### config.mk
export PLATFORM = sky130hd
export DESIGN_NAME = button_event_arbiter
export DESIGN_NICKNAME = d
export VERILOG_FILES = /design/src/rtl/btn_arb_pkg.sv /design/src/rtl/btn_press_det.sv /design/src/rtl/button_event_arbiter.sv
export SDC_FILE = /design/constraint.sdc
export NUM_CORES = 1
export LEC_CHECK = 0
export CAP_MARGIN = 20
export CORE_ASPECT_RATIO = 0.5
export CORE_UTILIZATION = 52
export DETAILED_ROUTE_END_ITERATION = 6
export GPL_TIMING_DRIVEN = 0
export PLACE_DENSITY = 0.82
export SETUP_SLACK_MARGIN = 0.4
export SYNTH_ARGS = -nofsm -noshare
export SYNTH_HDL_FRONTEND = slang
export SYNTH_SLANG_ARGS = --single-unit
### constraint.sdc
create_clock -name clk -period 1.6 [get_ports clk]
set_clock_uncertainty 0.05 [all_clocks]
set_input_delay 0.4 -clock clk [delete_from_list [all_inputs] [get_ports clk]]
set_output_delay 0.4 -clock clk [all_outputs]
set_load 0.05 [all_outputs]
### src/rtl/btn_arb_pkg.sv
// Shared defaults, width helpers and grant FSM state type for the button event arbiter.
package btn_arb_pkg;

    localparam int unsigned NUM_BTN_DEF = 4;
    localparam int unsigned HOLDOFF_DEF = 16;

    // Index width for a given button count, never narrower than one bit.
    function automatic int unsigned id_w(input int unsigned n);
        return (n > 1) ? int'($clog2(n)) : 1;
    endfunction

    // Holdoff counter width able to hold the value h.
    function automatic int unsigned cnt_w(input int unsigned h);
        return (h > 0) ? int'($clog2(h + 1)) : 1;
    endfunction

    typedef enum logic {
        IDLE    = 1'b0,
        PRESENT = 1'b1
    } arb_state_e;

endpackage

### src/rtl/btn_press_det.sv
// Per-button front end: synchronizer, history flop, falling-edge detect and holdoff.
// o_press_c is a single-cycle strobe for each accepted press.
module btn_press_det
    import btn_arb_pkg::*;
#(
    parameter int unsigned HOLDOFF = HOLDOFF_DEF
) (
    input  logic clk,
    input  logic rst,
    input  logic i_btn_n,
    output logic o_press_c
);

    localparam int unsigned CNT_W = cnt_w(HOLDOFF);

    logic             r_s1;
    logic             r_s2;
    logic             r_s3;
    logic [CNT_W-1:0] r_holdoff;
    logic             w_fall;

    // Released-to-pressed transition seen on the synchronized level.
    assign w_fall    = r_s3 & ~r_s2;
    assign o_press_c = w_fall && (r_holdoff == '0);

    always_ff @(posedge clk or posedge rst) begin
        if (rst) begin
            r_s1 <= 1'b1;
            r_s2 <= 1'b1;
            r_s3 <= 1'b1;
        end else begin
            r_s1 <= i_btn_n;
            r_s2 <= r_s1;
            r_s3 <= r_s2;
        end
    end

    always_ff @(posedge clk or posedge rst) begin
        if (rst) begin
            r_holdoff <= '0;
        end else if (o_press_c) begin
            r_holdoff <= CNT_W'(HOLDOFF);
        end else if (r_holdoff != '0) begin
            r_holdoff <= r_holdoff - CNT_W'(1);
        end
    end

endmodule

### src/rtl/button_event_arbiter.sv
// Collects debounced button presses, arbitrates them round-robin and presents
// one event at a time on a valid/ready port with a sticky lost-press flag.
module button_event_arbiter
    import btn_arb_pkg::*;
#(
    parameter  int unsigned NUM_BTN = NUM_BTN_DEF,
    parameter  int unsigned HOLDOFF = HOLDOFF_DEF,
    localparam int unsigned ID_W    = id_w(NUM_BTN)
) (
    input  logic               clk,
    input  logic               rst,
    input  logic [NUM_BTN-1:0] btn_n,
    output logic               ev_valid,
    input  logic               ev_ready,
    output logic [ID_W-1:0]    ev_id,
    output logic               ev_overflow,
    input  logic               clr_ovf
);

    arb_state_e         r_state;
    arb_state_e         w_state_nxt;
    logic [NUM_BTN-1:0] r_pending;
    logic [NUM_BTN-1:0] w_pending_nxt;
    logic [ID_W-1:0]    r_rr_ptr;
    logic [ID_W-1:0]    r_ev_id;
    logic               r_ovf;
    logic [NUM_BTN-1:0] w_press;
    logic [NUM_BTN-1:0] w_grant_vec;
    logic [ID_W-1:0]    w_grant_idx;
    logic               w_found;
    logic               w_load;
    logic               w_ovf_set;

    // (base + off) mod NUM_BTN, valid for base < NUM_BTN and off <= NUM_BTN.
    function automatic logic [ID_W-1:0] wrap_idx(input int unsigned base, input int unsigned off);
        int unsigned s;
        s = base + off;
        if (s >= NUM_BTN) begin
            s = s - NUM_BTN;
        end
        return ID_W'(s);
    endfunction

    for (genvar g = 0; g < NUM_BTN; g++) begin : g_det
        btn_press_det #(
            .HOLDOFF (HOLDOFF)
        ) u_det (
            .clk       (clk),
            .rst       (rst),
            .i_btn_n   (btn_n[g]),
            .o_press_c (w_press[g])
        );
    end

    // Round-robin search: first pending index at or after r_rr_ptr, wrapping.
    always_comb begin
        w_found     = 1'b0;
        w_grant_idx = '0;
        for (int unsigned k = 0; k < NUM_BTN; k++) begin
            if (!w_found && r_pending[wrap_idx(32'(r_rr_ptr), k)]) begin
                w_found     = 1'b1;
                w_grant_idx = wrap_idx(32'(r_rr_ptr), k);
            end
        end
    end

    assign w_load        = ((r_state == IDLE) || ev_ready) && w_found;
    assign w_grant_vec   = w_load ? (NUM_BTN'(1) << w_grant_idx) : '0;
    assign w_pending_nxt = (r_pending & ~w_grant_vec) | w_press;
    // A press on a button still waiting (and not leaving this cycle) is lost.
    assign w_ovf_set     = |(w_press & r_pending & ~w_grant_vec);

    always_comb begin
        w_state_nxt = r_state;
        case (r_state)
            IDLE: begin
                if (w_load) begin
                    w_state_nxt = PRESENT;
                end
            end
            PRESENT: begin
                if (ev_ready && !w_found) begin
                    w_state_nxt = IDLE;
                end
            end
            default: begin
                w_state_nxt = IDLE;
            end
        endcase
    end

    always_ff @(posedge clk or posedge rst) begin
        if (rst) begin
            r_state   <= IDLE;
            r_ev_id   <= '0;
            r_rr_ptr  <= '0;
            r_pending <= '0;
            r_ovf     <= 1'b0;
        end else begin
            r_state   <= w_state_nxt;
            r_pending <= w_pending_nxt;
            if (w_load) begin
                r_ev_id  <= w_grant_idx;
                r_rr_ptr <= wrap_idx(32'(w_grant_idx), 1);
            end
            if (w_ovf_set) begin
                r_ovf <= 1'b1;
            end else if (clr_ovf) begin
                r_ovf <= 1'b0;
            end
        end
    end

    assign ev_valid    = (r_state == PRESENT);
    assign ev_id       = r_ev_id;
    assign ev_overflow = r_ovf;

endmodule

==> summary.md, run 1 <==
| Metric | Value |
|---|---|
| Pin count of the biggest net entering global routing | 22 |
| Die Span Y | roughly 45 um |
| Top-level port count | 12 |
| Antenna-violating nets left | 0 |
| First-pass GRT wire length | 7760 um |
| Post-layout worst setup margin | -0.368 ns |
| Drt wl/cell | 22.4 um |
| # clock sinks | between 40 and 50 |
| Latest clock arrival within the worst-skew pair | 0.30 ns |
| Fraction of layout instances using a drive strength above 1 | 63.6% |
| Area contributors post-synth | dfrtp_1, dfstp_2, ha_1 |
| DRC viols | 0 |
| Mapped Cells | 169 |
| Max transition margin | 65.1% |
| GP Congestion | 0.790 |
| Pwr Density | 2220 nW/um^2 |
| Starting DRT DRC Count | 165 |
| Core Area | around 3500 um^2 |
| Most common cell after layout, fill and taps aside | buf_4 |
| Post-route clock period utilization | 123% |
| Max-Cap Viols | 0 |
| Row count | 15 |
| Detailed Place HPWL | 2160 um |
| Root buf cell | clkbuf_8 |
| Vias post-DR | about 1700 |
| Failing checks | setup timing |
| Slew Limit Fails | 0 |
| Number of global-route vias before repair | 1543 |
| Flops & latches, synth | 42 |
| Drt pass-1 iters | 5 |
| Gr usage total | 27.7% |
| Crit Path Class | reg -> reg |
| Setup Viol. Count Final | 10 |
| Netlist cell types | 33 |
| Register area share after synthesis | between 50% and 60% |
| Die width | between 80 and 90 um |
| Routed WL | 6570 um |
| Nets@finish | 261 |
| Vias per Instance | 5.86 |
| Area Growth Syn to Fin | 56.7% |
| Die ar. | 4010 um^2 |
| Port Buffers | 11 |
| Area leader, netlist | dfrtp_1 |
| Design area | 3050 um^2 |
| Highest Clock Rate | 0.508 GHz |
| Worst Path Arrival | 2.12 ns |
| Syn Area/Cell | 11.5 um^2 |
| Worst setup EP type | flip-flop |
| Post-synthesis net count | 189 |
| P_leak | 1.29 nW |
| Initial Util | 55.5% |
| Outcome | finished, violations left |
| Htree depth | 2 |
| Clock slew at reported path FFs | 0.08 ns |
| Hold Crit Class | reg -> reg |
| Ys Warns | 0 |
| Maximum VDD drop | 1.22 mV |
| Worst slew pin tran | 0.522 ns |
| Final hold vios | 0 |
| RSZ-0062 raised after global routing | true |
| CTS tree | done |
| Min cycle time layout | 1.97 ns |
| CP required | 1.75 ns |
| Most frequent cells in the layout | buf_4, dfrtp_1, buf_6, dfstp_2, inv_2 |
| Initial antenna violation count | 0 |
| Critical path fanouts, max | 5 |
| Synthesized area | 1950 um^2 |
| Post-placement cell area | 2180 um^2 |
| Max clock buf depth | 2 |
| Hold slack | just over 0.3 ns |
| TritonCTS Buffers | 5 |
| Synth top area share | about two fifths |
| Antenna Cells | 0 |
| Grt total ovfl | 0 |
| Critical Path Source Type | flip-flop |
## layout make-up
cell class,instances,area (um^2)
flip-flops and latches,42,1070
repair inverters,1,7.51
clock buffers,8,80.1
fillers,136,458
well taps,51,63.8
repair buffers,64,558
inverters,15,60.1
multi-input cells,112,1210
## worst paths after layout
check,startpoint,end,slack (ns),cells past startpoint
worst max-delay path,r_pending[0],r_pending[0],-0.37,10
worst min register to register,g_det[0].u_det.r_s1,g_det[0].u_det.r_s2,0.31,0
worst min-delay path,g_det[0].u_det.r_s1,g_det[0].u_det.r_s2,0.31,0
worst max register to register,r_pending[0],r_pending[0],-0.37,10
max in group asynchronous,rst,r_rr_ptr[0],0.61,2
min in group asynchronous,rst,ev_valid,0.54,2
## kinds of logic (layout without fill, tap and decap cells)
group	count (synthesis)	in the layout	share of synthesized area [%]
flops	42	42	54.8
xor+xnor	12	12	5.40
fa+ha+maj	12	12	7.71
mux	6	6	3.28
compound gates	26	26	8.03
simple gates	56	56	17.9
buf+inv	15	88	2.89
## layer usage
layer	GRT usage, %	part of all wire, %	vias up
met5	0	0	-
met4	11.6	3.5	0
met3	6.76	5.9	25
met2	44.6	48	90
met1	36.8	42	873
li1	-	-	728
## critical path, stage by stage (launching register included)
cell,delay (ns)
dfrtp_2,0.48
inv_2,0.09
o22ai_2,0.07
a221oi_4,0.33
buf_6,0.16
nand2b_4,0.06
buf_4,0.14
ha_2,0.20
nand2_2,0.09
nand2_1,0.07
o21ai_1,0.13
## registers in the layout, summed over array words and instances, names as in the netlist
register               count
r_rr_ptr                   2
r_pending                  4
g_det.u_det.r_holdoff     20
ev_valid                   1
g_det.u_det.r_s1           4
g_det.u_det.r_s2           4
g_det.u_det.r_s3           4
ev_overflow                1
ev_id                      2
## through the flow
stage	setup slack (ns)	cells	setup TNS (ns)	util, %	power, mW
floorplan	-0.0872	169	-0.170	-	3.25
global placement	-0.264	231	-1.08	62.1	3.56
detailed placement	-0.350	231	-1.53	62.1	3.67
CTS	-0.230	278	-0.959	79.9	5.62
global route	-0.422	293	-2.69	87.0	7.04
finish	-0.368	293	-2.20	87.0	6.76
## power breakdown
group / total (mW) / internal (mW) / switching, mW
combinational: 4.04 / 2.12 / 1.91
clock: 0.673 / 0.310 / 0.362
sequential: 2.05 / 1.48 / 0.576
total: 6.76 / 3.91 / 2.85
## cells in the mapped netlist, drive strengths merged
master,n
nand3b,1
a32oi,1
nor4b,5
nand2b,8
nand4b,1
dfstp,12
xnor2,4
ha,12
nor2b,3
o21ai,4
nand3,2
inv,15
or4b,2
a22o,1
nor3,1
nand4,2
mux2,3
o22ai,1
a21oi,17
dfrtp,30
nor4,5
nor3b,1
nor2,14
mux2i,3
a221oi,1
xor2,8
nand2,11
a21o,1
## repair_timing
action                                 4_1_cts  5_1_grt
gates resized for setup                     90       31
endpoints found under the hold margin        0        0
setup endpoints to repair                   42       34
pin swaps                                   19       18
hold buffers                                 0        0
setup buffers                               37       15
gates cloned                                 2        0
Power figures use the tool's default switching activity.
==> run 2, diff against run 1 <==
PLACE_DENSITY = 0.74   (was 0.82)
==> summary.md, run 2 (synthesis results as in run 1) <==
| Metric | Value |
|---|---|
| Most common cell after layout, fill and taps aside | buf_4 |
| Latest clock arrival within the worst-skew pair | 0.31 ns (about the same) |
| Number of global-route vias before repair | 1657 (+7.4%) |
| Final hold vios | 0 (unchanged) |
| Critical Path Source Type | flip-flop |
| Failing checks | setup timing |
| R2R Path Start | r_pending[0] |
| Hold slack | 0.302 ns (-0.00524 ns) |
| Slowest CP cell | dfrtp_2 |
| Die Span Y | 45.3 um (unchanged) |
| Post-CTS Hold Buffers | 0 (unchanged) |
| Reg-to-reg slack, setup | -0.44 ns (-0.08 ns) |
| Worst setup EP type | flip-flop |
| Post-route clock period utilization | 128% (+4.7 points) |
| Maximum VDD drop | 1.53 mV (+26%) |
| Worst Path Arrival | 2.17 ns (+0.05 ns) |
| Top-level port count | 12 (unchanged) |
| Highest Clock Rate | 0.489 GHz (-3.7%) |
| Die width | 88.5 um (unchanged) |
| Buffers and inverters on the worst path | 1 (-2) |
| Grt total ovfl | 0 (unchanged) |
| Hold path cells | 0 (unchanged) |
| CTS tree | done |
| DRC viols | 0 (unchanged) |
| GP Congestion | 0.776 (-1.8%) |
| Max incr delay on CP | 0.48 ns (about the same) |
| RSZ-0062 raised after global routing | true |
| Total power | 6.85 mW (+1.3%) |
| Largest reg by FF count | g_det.u_det.r_holdoff |
| Crit Path Class | reg -> reg |
| Clock slew at reported path FFs | 0.08 ns (about the same) |
| Pwr Density | 2190 nW/um^2 (-1.1%) |
| Setup Viol. Count Final | 10 (unchanged) |
| Antenna Cells | 0 (unchanged) |
| Max transition margin | 66.3% (+1.2 points) |
| Setup crit end | ev_overflow |
| CP delay by family, top | compound AO/OA/AOI/OAI gates |
| Routed WL | 6730 um (+2.6%) |
| RR Endpoint | ev_overflow |
| CP required | 1.72 ns (-0.03 ns) |
| # clock sinks | 42 (unchanged) |
| Detailed Place HPWL | 2200 um (+1.8%) |
| Hold Crit Class | reg -> reg |
| Row count | 15 (unchanged) |
| P_leak | 1.32 nW (+2.3%) |
| Setup crit start | r_pending[0] |
| Initial antenna violation count | 0 (unchanged) |
| TritonCTS Buffers | 5 (unchanged) |
| Drt wl/cell | 22.5 um (+0.50%) |
| Max clock buf depth | 2 (unchanged) |
| Max reg flops | 20 (unchanged) |
| First-pass GRT wire length | 8270 um (+6.6%) |
| Nets@finish | 267 (+2.3%) |
| Gr usage total | 29.7% (+2.0 points) |
| Worst-path cell chain | inv_2, o22ai_4, a221oi_4, nor2b_4, ha_4, nand2_2, a32oi_1, nand4b_1 |
| Root buf cell | clkbuf_8 |
| Cell Int Power | 3.95 mW (+0.94%) |
| Antenna-violating nets left | 0 (unchanged) |
| Worst slew pin tran | 0.504 ns (-0.0180 ns) |
| Fraction of layout instances using a drive strength above 1 | 64.5% (+0.88 points) |
| Post-layout worst setup margin | -0.444 ns (-0.0758 ns) |
| Drt pass-1 iters | 4 (-1) |
| Outcome | finished, violations left |
| Min cycle time layout | 2.04 ns (+0.0758 ns) |
| Comb pwr share | 59.7% (about the same) |
| Starting DRT DRC Count | 174 (+5.5%) |
| Port Buffers | 11 (unchanged) |
| Die ar. | 4010 um^2 (unchanged) |
| Pin count of the biggest net entering global routing | 22 (unchanged) |
| Critical path fanouts, max | 4 (-1) |
| Slew Limit Fails | 0 (unchanged) |
| Vias post-DR | 1806 (+5.2%) |
| Htree depth | 2 (unchanged) |
| Setup TNS | -2.16 ns (+0.0392 ns) |
| Core Area | 3510 um^2 (unchanged) |
| Max-Cap Viols | 0 (unchanged) |
| Clock share of power | 10.1% (+0.2 points) |
| NetSw | 2.90 mW (+1.8%) |
| Initial Util | 55.5% (unchanged) |
| Most frequent cells in the layout | buf_4, dfrtp_1, buf_6, dfstp_2, inv_2 |
| Area Growth Syn to Fin | 60.6% |
| Cells on worst reg2reg path | 8 (-2) |
| Flop pwr share | 30.3% (about the same) |
| Stages on worst setup path | 8 (-2) |
| Vias per Instance | 6.04 (+3.1%) |
| Switching share of power | 42.4% (+0.20 points) |
-- run 2: cell types whose count changed in the layout (fill, tap and decap cells not counted), sizes merged --
cell and delta:
buf +6
-- run 2: routing by layer --
layer  vias up  track usage, %  share of wire (%)
met4         0            15.5                6.9
met3        54            7.50                6.8
met2       103            54.8                 49
met1       914            32.7                 37
li1        735               -                  -
met5         -               0                  0
-- run 2: worst reg2reg max path: stages (launching register included) --
cell and delay, ns:
dfrtp_2 0.48, inv_2 0.12, o22ai_4 0.07, a221oi_4 0.31, nor2b_4 0.25, ha_4 0.16, nand2_2 0.06, a32oi_1 0.27
nand4b_1 0.13
-- run 2: power by group through the flow --
stage	sequential, mW	clock (mW)	combinational [mW]
after global placement	1.91	0	1.66
after global routing	2.09	0.728	4.30
after CTS	1.97	0.668	3.14
final	2.07	0.689	4.09
after detailed placement	1.94	0	1.73
after floorplan	1.99	0	1.26
-- run 2: cell type report --
| cell class | instances | area (um^2) |
|---|---|---|
| clock buffer | 8 | 80.1 |
| fill | 127 | 383 |
| inverter | 15 | 62.6 |
| multi-input combinational | 112 | 1230 |
| sequential | 42 | 1070 |
| tap | 51 | 63.8 |
| timing repair buffer | 70 | 603 |
| timing repair inverter | 1 | 7.51 |
-- run 2: how the worst min path moves through the flow --
stage	slack [ns]	from	to
5_1_grt	0.31	g_det[2].u_det.r_s1	g_det[2].u_det.r_s2
4_1_cts	0.31	g_det[3].u_det.r_s1	g_det[3].u_det.r_s2
3_3_place_gp	0.30	g_det[3].u_det.r_s1	g_det[3].u_det.r_s2
3_5_place_dp	0.30	g_det[2].u_det.r_s1	g_det[2].u_det.r_s2
2_1_floorplan	0.30	g_det[0].u_det.r_s1	g_det[0].u_det.r_s2
6_report	0.30	g_det[3].u_det.r_s1	g_det[3].u_det.r_s2
-- run 2: timing repair --
item                       CTS  global route
resized for setup          103            23
pin swaps                   12             7
buffers inserted            40            18
gates cloned                 2             0
setup endpoints to repair   63            34
-- run 2: through the flow --
stage / cell area, um^2 / worst slack, ns / util, % / std cells
after floorplan: 2010 / -0.0872 / - / 169
after global placement: 2180 / -0.289 / 62.1 / 231
after detailed placement: 2180 / -0.323 / 62.1 / 231
after CTS: 2890 / -0.221 / 82.4 / 281
after global routing: 3130 / -0.550 / 89.1 / 299
final: 3130 / -0.444 / 89.1 / 299
==> run 3, diff against run 2 <==
SETUP_SLACK_MARGIN = 0.2   (was 0.4)
SLEW_MARGIN = 30   (was unset)
==> summary.md, run 3 (synthesis results as in run 1) <==
| Metric | Value |
|---|---|
| Worst Path Arrival | 2.02 ns (-0.15 ns) |
| Clock slew at reported path FFs | 0.08 ns (about the same) |
| RR Endpoint | ev_overflow |
| Setup Viol. Count Final | 9 (-1) |
| Crit Path Class | reg -> reg |
| Flop pwr share | 34.4% (+4.1 points) |
| Setup crit end | ev_overflow |
| CP required | 1.72 ns (about the same) |
| Number of global-route vias before repair | 1324 (-20%) |
| Setup crit start | r_pending[1] |
| Comb pwr share | 51.9% (-7.8 points) |
| Critical path fanouts, max | 7 (+3) |
| Slew Limit Fails | 0 (unchanged) |
| Vias post-DR | 1459 (-19%) |
| RSZ-0062 raised after global routing | true |
| Critical Path Source Type | flip-flop |
| Max-Cap Viols | 0 (unchanged) |
| Max clock buf depth | 2 (unchanged) |
| Root buf cell | clkbuf_8 |
| Fraction of layout instances using a drive strength above 1 | 51.5% (-13 points) |
| Hold Crit Class | reg -> reg |
| Die Span Y | 45.3 um (unchanged) |
| P_leak | 1.22 nW (-7.5%) |
| Post-route insts no fill | 282 (-5.7%) |
| Post-route clock period utilization | 118% (-9.4 points) |
| Switching share of power | 38.4% (-3.9 points) |
| Outcome | finished, violations left |
| Post-layout worst setup margin | -0.294 ns (+0.150 ns) |
| Worst slew pin tran | 0.373 ns (-0.131 ns) |
| Post-placement cell area | 2150 um^2 (-1.5%) |
| R2R Path Start | r_pending[1] |
| Most frequent cells in the layout | buf_4, dfrtp_1, nor2_1, dfstp_2, a21oi_1 |
| Nets@finish | 250 (-6.4%) |
| Drt wl/cell | 15.5 um (-31%) |
| Port Buffers | 11 (unchanged) |
| Pwr Density | 2060 nW/um^2 (-6.0%) |
| Drt pass-1 iters | 4 (unchanged) |
| Top-level port count | 12 (unchanged) |
| # clock sinks | 42 (unchanged) |
| Die ar. | 4010 um^2 (unchanged) |
| Worst setup EP type | flip-flop |
| Latest clock arrival within the worst-skew pair | 0.30 ns (about the same) |
| Worst-path cell chain | nand2b_1, a21oi_2, a221oi_2, nor2b_4, ha_4, nand2_2, a32oi_1, nand4b_1 |
| Slowest CP cell | dfrtp_2 |
| Htree depth | 2 (unchanged) |
| Initial Util | 55.5% (unchanged) |
| Post-CTS Hold Buffers | 0 (unchanged) |
| Cells on worst reg2reg path | 8 (unchanged) |
| Design area | 2810 um^2 (-10%) |
| TritonCTS Buffers | 5 (unchanged) |
| Clock share of power | 13.7% (+3.6 points) |
| Total power | 5.79 mW (-15%) |
| Routed WL | 4380 um (-35%) |
| Detailed Place HPWL | 2140 um (-2.7%) |
| Max reg flops | 20 (unchanged) |
| Antenna-violating nets left | 0 (unchanged) |
| Area Growth Syn to Fin | 44.5% |
| Row count | 15 (unchanged) |
| Maximum VDD drop | 1.08 mV (-30%) |
| Max incr delay on CP | 0.45 ns (-0.03 ns) |
| Fillcell total | 186 (+46%) |
| Reg-to-reg slack, setup | -0.29 ns (+0.15 ns) |
| Largest reg by FF count | g_det.u_det.r_holdoff |
| Pin count of the biggest net entering global routing | 43 (+95%) |
| Core Area | 3510 um^2 (unchanged) |
| Initial antenna violation count | 0 (unchanged) |
| Vias per Instance | 5.17 (-14%) |
| DRC viols | 0 (unchanged) |
| NetSw | 2.23 mW (-23%) |
| GP Congestion | 0.783 (+0.95%) |
| Cell Int Power | 3.57 mW (-9.6%) |
| CTS tree | done |
| First-pass GRT wire length | 6080 um (-26%) |
| Starting DRT DRC Count | 85 (-51%) |
| DP Cell Count | 231 (unchanged) |
| Gr usage total | 20.9% (-8.8 points) |
| Min cycle time layout | 1.89 ns (-0.150 ns) |
| Antenna Cells | 0 (unchanged) |
| Max transition margin | 74.9% (+8.6 points) |
| Failing checks | setup timing |
| Final hold vios | 0 (unchanged) |
| Most common cell after layout, fill and taps aside | buf_4 |
| Grt total ovfl | 0 (unchanged) |
| Highest Clock Rate | 0.528 GHz (+7.9%) |
| Die width | 88.5 um (unchanged) |
[run 3: metrics by stage]
step | worst slack (ns) | utilization (%) | setup TNS [ns] | hold WS, ns
2_1_floorplan | -0.0872 | - | -0.170 | 0.295
3_3_place_gp | -0.286 | 61.2 | -1.21 | 0.296
3_5_place_dp | -0.305 | 61.2 | -1.34 | 0.297
4_1_cts | -0.219 | 72.0 | -0.607 | 0.308
5_1_grt | -0.422 | 80.2 | -2.32 | 0.311
6_report | -0.294 | 80.2 | -1.55 | 0.301
[run 3: critical path, delay by kind of cell (launching register included)]
kind,cells,cell delay [ns]
AO/OA/AOI/OAI,3,0.54
adder cells (fa/ha/maj),1,0.14
flip-flops,1,0.45
AND/OR/NAND/NOR,4,0.58
[run 3: worst min-delay path by stage]
| stage | startpoint | end | slack (ns) | depth (start not counted) |
|---|---|---|---|---|
| global placement | g_det[3].u_det.r_s1 | g_det[3].u_det.r_s2 | 0.30 | 0 |
| global route | g_det[1].u_det.r_s1 | g_det[1].u_det.r_s2 | 0.31 | 0 |
| finish | g_det[3].u_det.r_s1 | g_det[3].u_det.r_s2 | 0.30 | 0 |
| CTS | g_det[1].u_det.r_s1 | g_det[1].u_det.r_s2 | 0.31 | 0 |
| detailed placement | g_det[2].u_det.r_s1 | g_det[2].u_det.r_s2 | 0.30 | 0 |
| floorplan | g_det[0].u_det.r_s1 | g_det[0].u_det.r_s2 | 0.30 | 0 |
[run 3: layout make-up]
type / instances / area, um^2 / area share [%]
tap: 51 / 63.8 / 2.27
timing repair buffer: 54 / 462 / 16.4
inverter: 15 / 60.1 / 2.13
clock buffer: 8 / 110 / 3.91
multi-input combinational: 112 / 1050 / 37.2
sequential: 42 / 1070 / 38.1
[run 3: timing repair]
action,CTS,global route
pin swaps,8,19
resized for setup,50,31
setup endpoints to repair,29,25
cloned,1,0
setup buffers,20,21
endpoints found under the hold margin,0,0
[run 3: layer usage]
layer / part of all wire, % / vias up / GRT usage [%]
met5: 0 / - / 0
met4: 0.96 / 0 / 3.87
met3: 3.4 / 6 / 7.68
met2: 51 / 22 / 34.8
met1: 45 / 728 / 26.9
li1: - / 703 / -
[run 3: power by group through the flow]
stage | registers [mW] | clock network, mW | logic (mW)
3_3_place_gp | 1.86 | 0 | 1.61
3_5_place_dp | 1.89 | 0 | 1.67
5_1_grt | 2.03 | 0.855 | 3.24
2_1_floorplan | 1.94 | 0 | 1.22
4_1_cts | 1.94 | 0.805 | 2.27
6_report | 1.99 | 0.793 | 3.01
